File: src/rtl/seq_multiplier_pkg.sv
// Shared types and constants for the sequential shift-add multiplier.
package seq_multiplier_pkg;

   typedef enum logic [1:0] {
      IDLE,
      BUSY,
      DONE
   } state_t;

   localparam int DEFAULT_WIDTH = 32;

endpackage

File: src/rtl/seq_multiplier_ripple.sv
// ripple_adder_w: plain WIDTH-bit ripple-carry adder, one full adder per bit.
module ripple_adder_w #(
   parameter int WIDTH = 32
) (
   input  logic [WIDTH-1:0] x,
   input  logic [WIDTH-1:0] y,
   input  logic             cin,
   output logic [WIDTH-1:0] sum,
   output logic             cout
);

   logic c;

   always_comb begin
      c   = cin;
      sum = '0;
      for (int i = 0; i < WIDTH; i++) begin
         sum[i] = x[i] ^ y[i] ^ c;
         c      = (x[i] & y[i]) | (c & (x[i] ^ y[i]));
      end
      cout = c;
   end

endmodule

File: src/rtl/seq_multiplier.sv
// Sequential shift-add unsigned multiplier, one multiplier bit per cycle.
// Option: SEQ_MULTIPLIER_EARLY_EXIT_EN finishes once remaining multiplier bits are 0.
module seq_multiplier
   import seq_multiplier_pkg::*;
#(
   parameter int WIDTH = DEFAULT_WIDTH
) (
   input  logic               clk,
   input  logic               rst,
   input  logic               in_valid,
   output logic               in_ready,
   input  logic [WIDTH-1:0]   a,
   input  logic [WIDTH-1:0]   b,
   output logic               out_valid,
   input  logic               out_ready,
   output logic [2*WIDTH-1:0] product
);

   localparam int CW = $clog2(WIDTH);

   state_t             state;
   logic [WIDTH-1:0]   mcand;
   logic [2*WIDTH-1:0] acc;
   logic [CW-1:0]      cnt;

   logic [WIDTH-1:0]   addend;
   logic [WIDTH-1:0]   sum;
   logic               cout;
   logic [2*WIDTH-1:0] step;
   logic [2*WIDTH-1:0] nxt;
   logic               last;
   logic               fin;

   assign addend = acc[0] ? mcand : '0;

   ripple_adder_w #(
      .WIDTH(WIDTH)
   ) u_add (
      .x   (acc[2*WIDTH-1:WIDTH]),
      .y   (addend),
      .cin (1'b0),
      .sum (sum),
      .cout(cout)
   );

   assign step = {cout, sum, acc[WIDTH-1:1]};
   assign last = (cnt == CW'(WIDTH - 1));

`ifdef SEQ_MULTIPLIER_EARLY_EXIT_EN
   // Unconsumed multiplier bits sit in step[rem-1:0]; if all zero, the
   // remaining steps would only shift, so apply that shift at once.
   logic [CW-1:0]    rem;
   logic [WIDTH-1:0] mask;
   logic             early;

   assign rem   = CW'(WIDTH - 1) - cnt;
   assign mask  = ~({WIDTH{1'b1}} << rem);
   assign early = (step[WIDTH-1:0] & mask) == '0;
   assign nxt   = step >> rem;
   assign fin   = last | early;
`else
   assign nxt = step;
   assign fin = last;
`endif

   assign product = acc;

   always_ff @(posedge clk or posedge rst) begin
      if (rst) begin
         state     <= IDLE;
         in_ready  <= 1'b1;
         out_valid <= 1'b0;
         mcand     <= '0;
         acc       <= '0;
         cnt       <= '0;
      end else begin
         unique case (state)
            IDLE: begin
               if (in_valid) begin
                  mcand    <= a;
                  acc      <= {{WIDTH{1'b0}}, b};
                  cnt      <= '0;
                  in_ready <= 1'b0;
                  state    <= BUSY;
               end
            end
            BUSY: begin
               acc <= nxt;
               if (!last) cnt <= cnt + 1'b1;
               if (fin) begin
                  out_valid <= 1'b1;
                  state     <= DONE;
               end
            end
            DONE: begin
               if (out_ready) begin
                  out_valid <= 1'b0;
                  in_ready  <= 1'b1;
                  state     <= IDLE;
               end
            end
            default: begin
               out_valid <= 1'b0;
               in_ready  <= 1'b1;
               state     <= IDLE;
            end
         endcase
      end
   end

endmodule

File: config.mk
export PLATFORM = sky130hd
export DESIGN_NAME = seq_multiplier
export DESIGN_NICKNAME = d
export VERILOG_FILES = /design/src/rtl/seq_multiplier_pkg.sv /design/src/rtl/seq_multiplier_ripple.sv /design/src/rtl/seq_multiplier.sv
export SDC_FILE = /design/constraint.sdc
export NUM_CORES = 1
export LEC_CHECK = 0
export CAP_MARGIN = 10
export CORE_ASPECT_RATIO = 0.5
export CORE_MARGIN = 2
export CORE_UTILIZATION = 34
export DETAILED_ROUTE_END_ITERATION = 10
export PLACE_DENSITY_LB_ADDON = 0.05
export SLEW_MARGIN = 20
export SYNTH_ARGS = -nofsm -noshare
export SYNTH_HDL_FRONTEND = slang
export SYNTH_SLANG_ARGS = --single-unit
export TNS_END_PERCENT = 100
File: constraint.sdc
create_clock -name clk -period 16.6 [get_ports clk]
set_clock_uncertainty 0.2 [all_clocks]
set_input_delay 4.98 -clock clk [delete_from_list [all_inputs] [get_ports clk]]
set_output_delay 4.98 -clock clk [all_outputs]
set_load 0.005 [all_outputs]
==> impl_metrics.env <==
export IMPL_status="finished clean"
export IMPL_via_count=3456
export IMPL_slew_headroom=0.329
export IMPL_wirelength_mm=11.3
export IMPL_ir_worst_vdd_mv=0.0577
export IMPL_crit_type="flop to flop"
export IMPL_synth_cell_types=28
export IMPL_final_core_util=0.471
export IMPL_ys_async_sr_fraction=1.00
export IMPL_cp_end_kind="flop"
export IMPL_numPortBuffers=133
export IMPL_wl_per_cell_um=14.6
export IMPL_grt_pass1_vias=3497
export IMPL_die_area_um2=16200
export IMPL_cts_root_buf="clkbuf_16"
export IMPL_totalPowerFinal_w=0.00129
export IMPL_grt_ovfl_total=0
export IMPL_crit_path_top_delay_cell="fa_1"
export IMPL_clk_latency_ps=330
export IMPL_die_h_um=90.9
export IMPL_syn_inst=449
export IMPL_grt_pass1_wl_mm=18.7
export IMPL_dr_pass1_iters=4
export IMPL_grt_setup_unrepaired="no"
export IMPL_synth_commonest_cells="dfrtp_1, nand2_1, o21ai_0"
export IMPL_die_w_um=178
export IMPL_worstPathMaxFanout=33
export IMPL_min_path_type="flop to flop"
export IMPL_yosysWarnings=0
export IMPL_p_leak_nw=2.92
export IMPL_num_rows=31
export IMPL_dp_slack_ps=2600
export IMPL_coreArea_um2=14600
export IMPL_crit_family="adder cells"
export IMPL_synth_flop_cell="dfrtp_1"
export IMPL_hpwl_mm=7.76
export IMPL_period_minus_slack_ps=13910
export IMPL_ff2ff_setup_slack_ps=2690
export IMPL_path_buf_inv=5
export IMPL_antenna_found_initial=0
export IMPL_yosys_top_cells_area="dfrtp_1, fa_1, mux2_2"
export IMPL_drv_cap=0
export IMPL_netlist_area_leader_share=0.506
export IMPL_hold_slack_ps=277
export IMPL_synth_seq_cells=105
export IMPL_finalMaxSlewViolations=0
export IMPL_layout_setup_ws_ps=2690
export IMPL_cts_setup_buffers=0
export IMPL_post_route_period_util=0.838
export IMPL_cts_tree="built"
export IMPL_critPathLaunchType="flop"
export IMPL_arrival_ps=13900
export IMPL_post_cts_resize_count=0
export IMPL_tightest_slew_ps=1000
export IMPL_htreeDepth=3
export IMPL_multi_input_area_um2=2230
export IMPL_grt_use_total=0.148
export IMPL_io_pin_count=134
export IMPL_yosysMostFrequentCell="dfrtp_1"
export IMPL_synth_edff_count=0
export IMPL_seq_area_frac_synth=0.512
export IMPL_seqCellArea_um2=2630
export IMPL_vias_per_cell=4.47
export IMPL_drive_gt1_frac=0.101
export IMPL_mappedNetlistNets=551
export IMPL_fin_nets=675
export IMPL_num_antenna_cells=0
export IMPL_syn_area_um2=5140
export IMPL_start_util=0.351
export IMPL_holdBufCountCts=0
export IMPL_route_detailed_drc=0
export IMPL_filler_cell_count=1350
export IMPL_syn_avg_cell_area_um2=11.4
export IMPL_grt_max_degree=71
export IMPL_syn_to_final_growth_pct=33.9
export IMPL_drtIter0Drc=170
export IMPL_fmax_mhz=71.9
export IMPL_worst_ep_required_time_ps=16590
export IMPL_clk_transition_reported_paths_ps=70
export IMPL_finalSetupViolCount=0
export IMPL_crit_top_cell="fa_1"
export IMPL_clock_sinks=105
export IMPL_cts_buffers=9
export IMPL_hold_viol=0
export IMPL_cp_slowest_stage_delay_ps=470
export IMPL_clk_path_buf_depth=2
export IMPL_p_per_area_nw_per_um2=188
export IMPL_synth_top_area_cell="dfrtp_1"
export IMPL_tns_ps=0
export IMPL_gp_congestion=0.729
export IMPL_ant_nets=0
==> through the flow <==
| stage | cell area [um2] | cells |
|---|---|---|
| after detailed placement | 6620 | 760 |
| after global routing | 6880 | 774 |
| final | 6880 | 774 |
| after global placement | 6620 | 760 |
| after floorplan | 5140 | 449 |
| after CTS | 6880 | 774 |
==> layout make-up <==
type                    count  area share
clock buffers              10      0.0333
inverters                  37      0.0205
well taps                 198      0.0360
flip-flops and latches    105       0.382
clock inverters             4     0.00455
multi-input cells         281       0.324
repair buffers            139       0.200
==> cell families after synthesis <==
family | after synthesis | share of synthesized area
AO/OA/AOI/OAI | 72 | 0.0755
AND/OR/NAND/NOR | 108 | 0.0886
multiplexers | 66 | 0.137
buffers and inverters | 63 | 0.0579
adder cells (fa/ha/maj) | 34 | 0.128
XOR/XNOR | 1 | 0.00170
flip-flops | 105 | 0.512
==> registers in the layout, indices dropped and copies added, names as in the netlist <==
register	flops
in_ready	1
state	2
cnt	5
product	64
out_valid	1
mcand	32
==> routing by layer <==
| metal | track usage | share of wire |
|---|---|---|
| met2 | 0.219 | 0.42 |
| met3 | 0.0398 | 0.053 |
| met5 | 0 | 0 |
| met4 | 0.0266 | 0.0039 |
| met1 | 0.217 | 0.52 |
==> cell usage in the layout, fill, tap and decap left out, drive strengths merged, types with 2 or more instances in the layout <==
master,count
buf,6
a21oi,2
nor2,4
nor3b,2
ha,3
clkinvlp,3
mux2,33
dfrtp,104
o21ai,63
nand2b,2
fa,31
mux2i,33
inv,38
clkdlybuf4s50,133
a22o,4
and2,3
nand2,93
clkbuf,10
==> worst paths after layout <==
path                            start     endpoint  cells past startpoint
min in group asynchronous         rst  product[26]                      2
min reg2reg                    cnt[3]       cnt[3]                      1
max                        product[0]  product[62]                     38
max reg2reg                product[0]  product[62]                     38
max in group asynchronous         rst   product[2]                      3
min                            cnt[3]       cnt[3]                      1
==> power by group <==
part | leakage (nW) | total, W | internal [W] | switching, W
Sequential | 1.26 | 0.000486 | 0.000394 | 0.0000920
Clock | 0.117 | 0.000194 | 0.000101 | 0.0000932
Combinational | 1.55 | 0.000611 | 0.000339 | 0.000272
Note: power is estimated with default switching activity, not from simulation.
==> variant 1 (config.mk and constraints unchanged) <==
The package constant `DEFAULT_WIDTH` goes from 32 to 64.
--- a/src/rtl/seq_multiplier_pkg.sv
+++ b/src/rtl/seq_multiplier_pkg.sv
@@ -9,3 +9,3 @@
 
-   localparam int DEFAULT_WIDTH = 32;
+   localparam int DEFAULT_WIDTH = 64;
 
Ports: changed (resized a, b and product); port bits go from 134 to 262. The function was not compared with the original's and may differ.
==> variant 1 against the original RTL <==
Area after synthesis is 96% higher; worst setup slack worse by 9.4 ns; total power is 120% higher; sequential cell count is 97 higher; critical path type unchanged; sequential power is 97% higher; the flow now finishes with violations (negative setup slack); cell area is 100% higher; via count is 110% higher; critical path depth is 33 higher; highest routed layer unchanged; cell count is 100% higher; routed wire length is 120% higher; largest cell class unchanged.
==> variant 1: results (changes against the original RTL) <==
Power
  • Worst IR drop on VDD: 0.0792 mV (was 0.0577 mV)
  • Static Leak: 5.83 nW (was 2.92 nW)

Drt
  • Met1 wire length: 11000 um (was 5850 um)
  • WL final: 24900 um (was 11300 um)
  • Iteration-0 DRC Markers: 264 (was 170)
  • Met2 WL: 12100 um (was 4780 um)
  • Vias per cell: 4.59 (was 4.47)

CTS
  • Num CTS Buffers: 22 (was 9)
  • Worst-Skew Late Latency: 0.52 ns (was 0.33 ns)
  • Max Root-Sink Buffers: 3 (was 2)

GRT
  • Number of global-route vias before repair: 7589 (was 3497)
  • GRT Total Usage: 16.5% (was 14.8%)
  • GR Util met2: 27.4% (was 21.9%)
  • M1 GR Usage: 22.0% (was 21.7%)
  • Pin count of the biggest net entering global routing: 111 (was 71)
  • First-pass GRT wire length: 41000 um (was 18700 um)

Layout
  • Max reg flops: 128 (was 64)
  • Clock-cell share: 5.38% (was 3.78%)
  • Multi-input combinational area share: 33.0% (was 32.4%)
  • Register share of the cell area: 35.9% (was 38.2%)
  • Signal buf overhead: 20.4% (was 20.0%)
  • Clock buf count: 32 (was 10)
  • Share of cells above drive strength 1: 19.2% (was 10.1%)
  • Nets: 1339 (was 675)

Setup path
  • Slowest stage delay, CP: 0.49 ns (was 0.47 ns)
  • Highest net fanout along the worst path: 2 (was 33)
  • Reg-to-reg endpoint: product[126] (was product[62])

STA
  • Fin worst setup slack: -6.69 ns (was 2.69 ns)
  • Final Setup Violations: 21 (was 0)
  • Total Negative Setup Slacks: -76.32 ns (was 0 ns)
  • Hold WS: 0.301 ns (was 0.277 ns)
  • Actual slew at the worst max-slew pin: 1.02 ns (was 1.00 ns)

Placement
  • Placed cell count: 1509 (was 760)
  • Input/output buffers: 261 (was 133)
  • Placed Area: 13300 sq um (was 6620 sq um)

Yosys
  • Syn avg cell area: 11.5 sq um (was 11.4 sq um)
  • #FFs+latches synth: 202 (was 105)
  • Sequential fraction of the synthesis area: 50.1% (was 51.2%)
  • Distinct cells, synth: 41 (was 28)
  • Synth Net Count: 1072 (was 551)

Hold path
  • Hold Path End: mcand[58] (was cnt[3])
  • Hold Path Origin: mcand[58] (was cnt[3])

Outcome
  • Failing checks: negative setup slack
  • Status: finished, violations left (was finished, final reports clean)

Floorplan
  • Tapcell Cnt: 391 (was 198)
variant 1: changes by cell type after synthesis, sizes merged, moves of 32 or more:
cell   change
o21ai     +65
dfrtp     +97
nand2    +101
fa        +32
inv       +32
variant 1: repair_timing:
item / in CTS / in global routing
setup endpoints to repair: 21 / 22
pin swaps: 14 / 1
resized for setup: 16 / 11
variant 1: how the worst max path moves through the flow:
stage	endpoint	depth (start not counted)	slack (ns)	from
final	product[126]	71	-6.69	product[0]
after global routing	product[126]	71	-7.29	product[0]
after CTS	product[126]	71	-6.79	product[0]
after detailed placement	product[126]	71	-6.69	product[0]
after global placement	product[126]	71	-6.58	product[0]
after floorplan	product[126]	71	-6.25	product[0]
variant 1: logic make-up after synthesis:
kind of cell	count (synthesis)	share of synthesized area, %
fa+ha+maj	65	12.8
flops	202	50.1
mux	128	14.9
compound gates	144	7.60
buf+inv	121	6.02
simple gates	215	8.60
variant 1: report_power, final:
group	switching (mW)	internal, mW
logic	0.625	0.809
registers	0.186	0.769
clock network	0.207	0.304
total	1.02	1.88
==> variant 2 (same settings) <==
Made on the original files. Encoding of `state_t`: now one-hot (3 bits for 3 states).
--- a/src/rtl/seq_multiplier_pkg.sv
+++ b/src/rtl/seq_multiplier_pkg.sv
@@ -3,6 +3,6 @@
 
-   typedef enum logic [1:0] {
-      IDLE,
-      BUSY,
-      DONE
+   typedef enum logic [2:0] {
+      IDLE = 3'b001,
+      BUSY = 3'b010,
+      DONE = 3'b100
    } state_t;
Formal check against the unedited RTL: no difference found for any inputs over 4 cycles, from zero or initial values and one cycle with rst high; so few cycles prove little.
==> variant 2 against the original RTL <==
Routed wire length up 6.6%; total power down 11%; combinational power down 20%; area after synthesis up 2.6%; cell area up 2.5%; worst setup slack better by 0.056 ns; sequential cell count up 1; non-clock buffer count unchanged; critical path type unchanged; largest cell class unchanged.
==> variant 2: results (changes against the original RTL) <==
Outcome
  • Status: finished, final reports clean (unchanged)

Setup path
  • Slowest cell on crit path: fa_1 (unchanged)
  • Reg-to-reg endpoint: product[62] (unchanged)
  • Slowest stage delay, CP: 0.51 ns (was 0.47 ns)
  • R2R Setup Slk: 2.74 ns (was 2.69 ns)
  • Arr. time, crit path: 13.86 ns (was 13.90 ns)

Hold path
  • WHS Path Cells: 1 (unchanged)
  • Hold Path Class: reg -> reg (unchanged)
  • Hold Path Origin: mcand[0] (was cnt[3])
  • Hold Path End: mcand[0] (was cnt[3])

Placement
  • Placed Area: 6760 sq um (was 6620 sq um)
  • Input/output buffers: 133 (unchanged)
  • GPL Wtd Cong: 0.739 (was 0.729)
  • Post-DP HPWL: 8000 um (was 7760 um)
  • Placed cell count: 756 (was 760)

Yosys
  • Most common library cells after synthesis: dfrtp_1, nand2_1, inv_1, mux2i_1 (was dfrtp_1, nand2_1, o21ai_0, inv_1)
  • Sequential fraction of the synthesis area: 50.4% (was 51.2%)
  • Distinct cells, synth: 38 (was 28)
  • Synth warnings: 0 (unchanged)
  • Synth area leaders: dfrtp_1, fa_1, mux2_2 (unchanged)
  • Synth Net Count: 542 (was 551)
  • Syn avg cell area: 12.0 sq um (was 11.4 sq um)

CTS
  • Worst-Skew Late Latency: 0.35 ns (was 0.33 ns)
  • Post-CTS sizing: 0 (unchanged)
  • Clk root buf: clkbuf_16 (unchanged)

Drt
  • Met2 WL: 5330 um (was 4780 um)
  • Met1 wire length: 5840 um (was 5850 um)
  • Iteration-0 DRC Markers: 95 (was 170)
  • WL final: 12000 um (was 11300 um)
  • Post-DR wirelength/cell: 15.6 um (was 14.6 um)
  • Vias per cell: 4.70 (was 4.47)
  • Met3 routed WL: 746 um (was 592 um)

Layout
  • Share of cells above drive strength 1: 10.7% (was 10.1%)
  • Nets: 665 (was 675)

Power
  • Static Leak: 2.71 nW (was 2.92 nW)
  • Pint: 0.756 mW (was 0.834 mW)
  • Worst IR drop on VDD: 0.0768 mV (was 0.0577 mV)

GRT
  • First-pass GRT wire length: 19900 um (was 18700 um)
  • GRT Total Usage: 15.2% (was 14.8%)
  • Number of global-route vias before repair: 3841 (was 3497)
  • Pin count of the biggest net entering global routing: 78 (was 71)

STA
  • Hold WS: 0.301 ns (was 0.277 ns)
  • Actual slew at the worst max-slew pin: 0.909 ns (was 1.00 ns)
variant 2: power by group through the flow:
stage	clock, mW	sequential [mW]	combinational (mW)
after floorplan	0	0.437	0.297
after global placement	0	0.459	0.497
after detailed placement	0	0.456	0.498
after CTS	0.219	0.454	0.503
after global routing	0.229	0.471	0.550
final	0.212	0.452	0.491
variant 2: area by class of cell:
cell class | count | area, sq um
clock buffers | 10 | 229
clock inverters | 6 | 57.6
fillers | 1421 | 8240
inverters | 40 | 153
multi-input cells | 267 | 2320
flip-flops and latches | 106 | 2660
well taps | 204 | 255
repair buffers | 139 | 1380
variant 2: kinds of logic after synthesis:
| kind of cell | count (synthesis) | share of synthesized area [%] |
|---|---|---|
| AOI/OAI and AO/OA | 78 | 10.2 |
| adders and majority gates | 34 | 12.5 |
| buffers and inverters | 67 | 5.79 |
| DFF | 106 | 50.4 |
| muxes | 66 | 13.3 |
| and+or+nand+nor | 89 | 7.90 |
variant 2: routing by layer:
metal | vias to the layer above | track usage, %
li1 | 1731 | -
met1 | 1802 | 21.0
met2 | 84 | 23.1
met3 | 11 | 5.40
met4 | 0 | 3.23
met5 | - | 0
variant 2: worst max-delay path by stage:
stage / from / endpoint / slack, ns / cells past startpoint
after floorplan: product[0] / product[62] / 3.02 / 40
after detailed placement: product[0] / product[62] / 2.72 / 38
after global routing: product[0] / product[62] / 2.01 / 38
after global placement: product[0] / product[62] / 2.81 / 38
after CTS: product[0] / product[62] / 2.62 / 38
final: product[0] / product[62] / 2.74 / 38
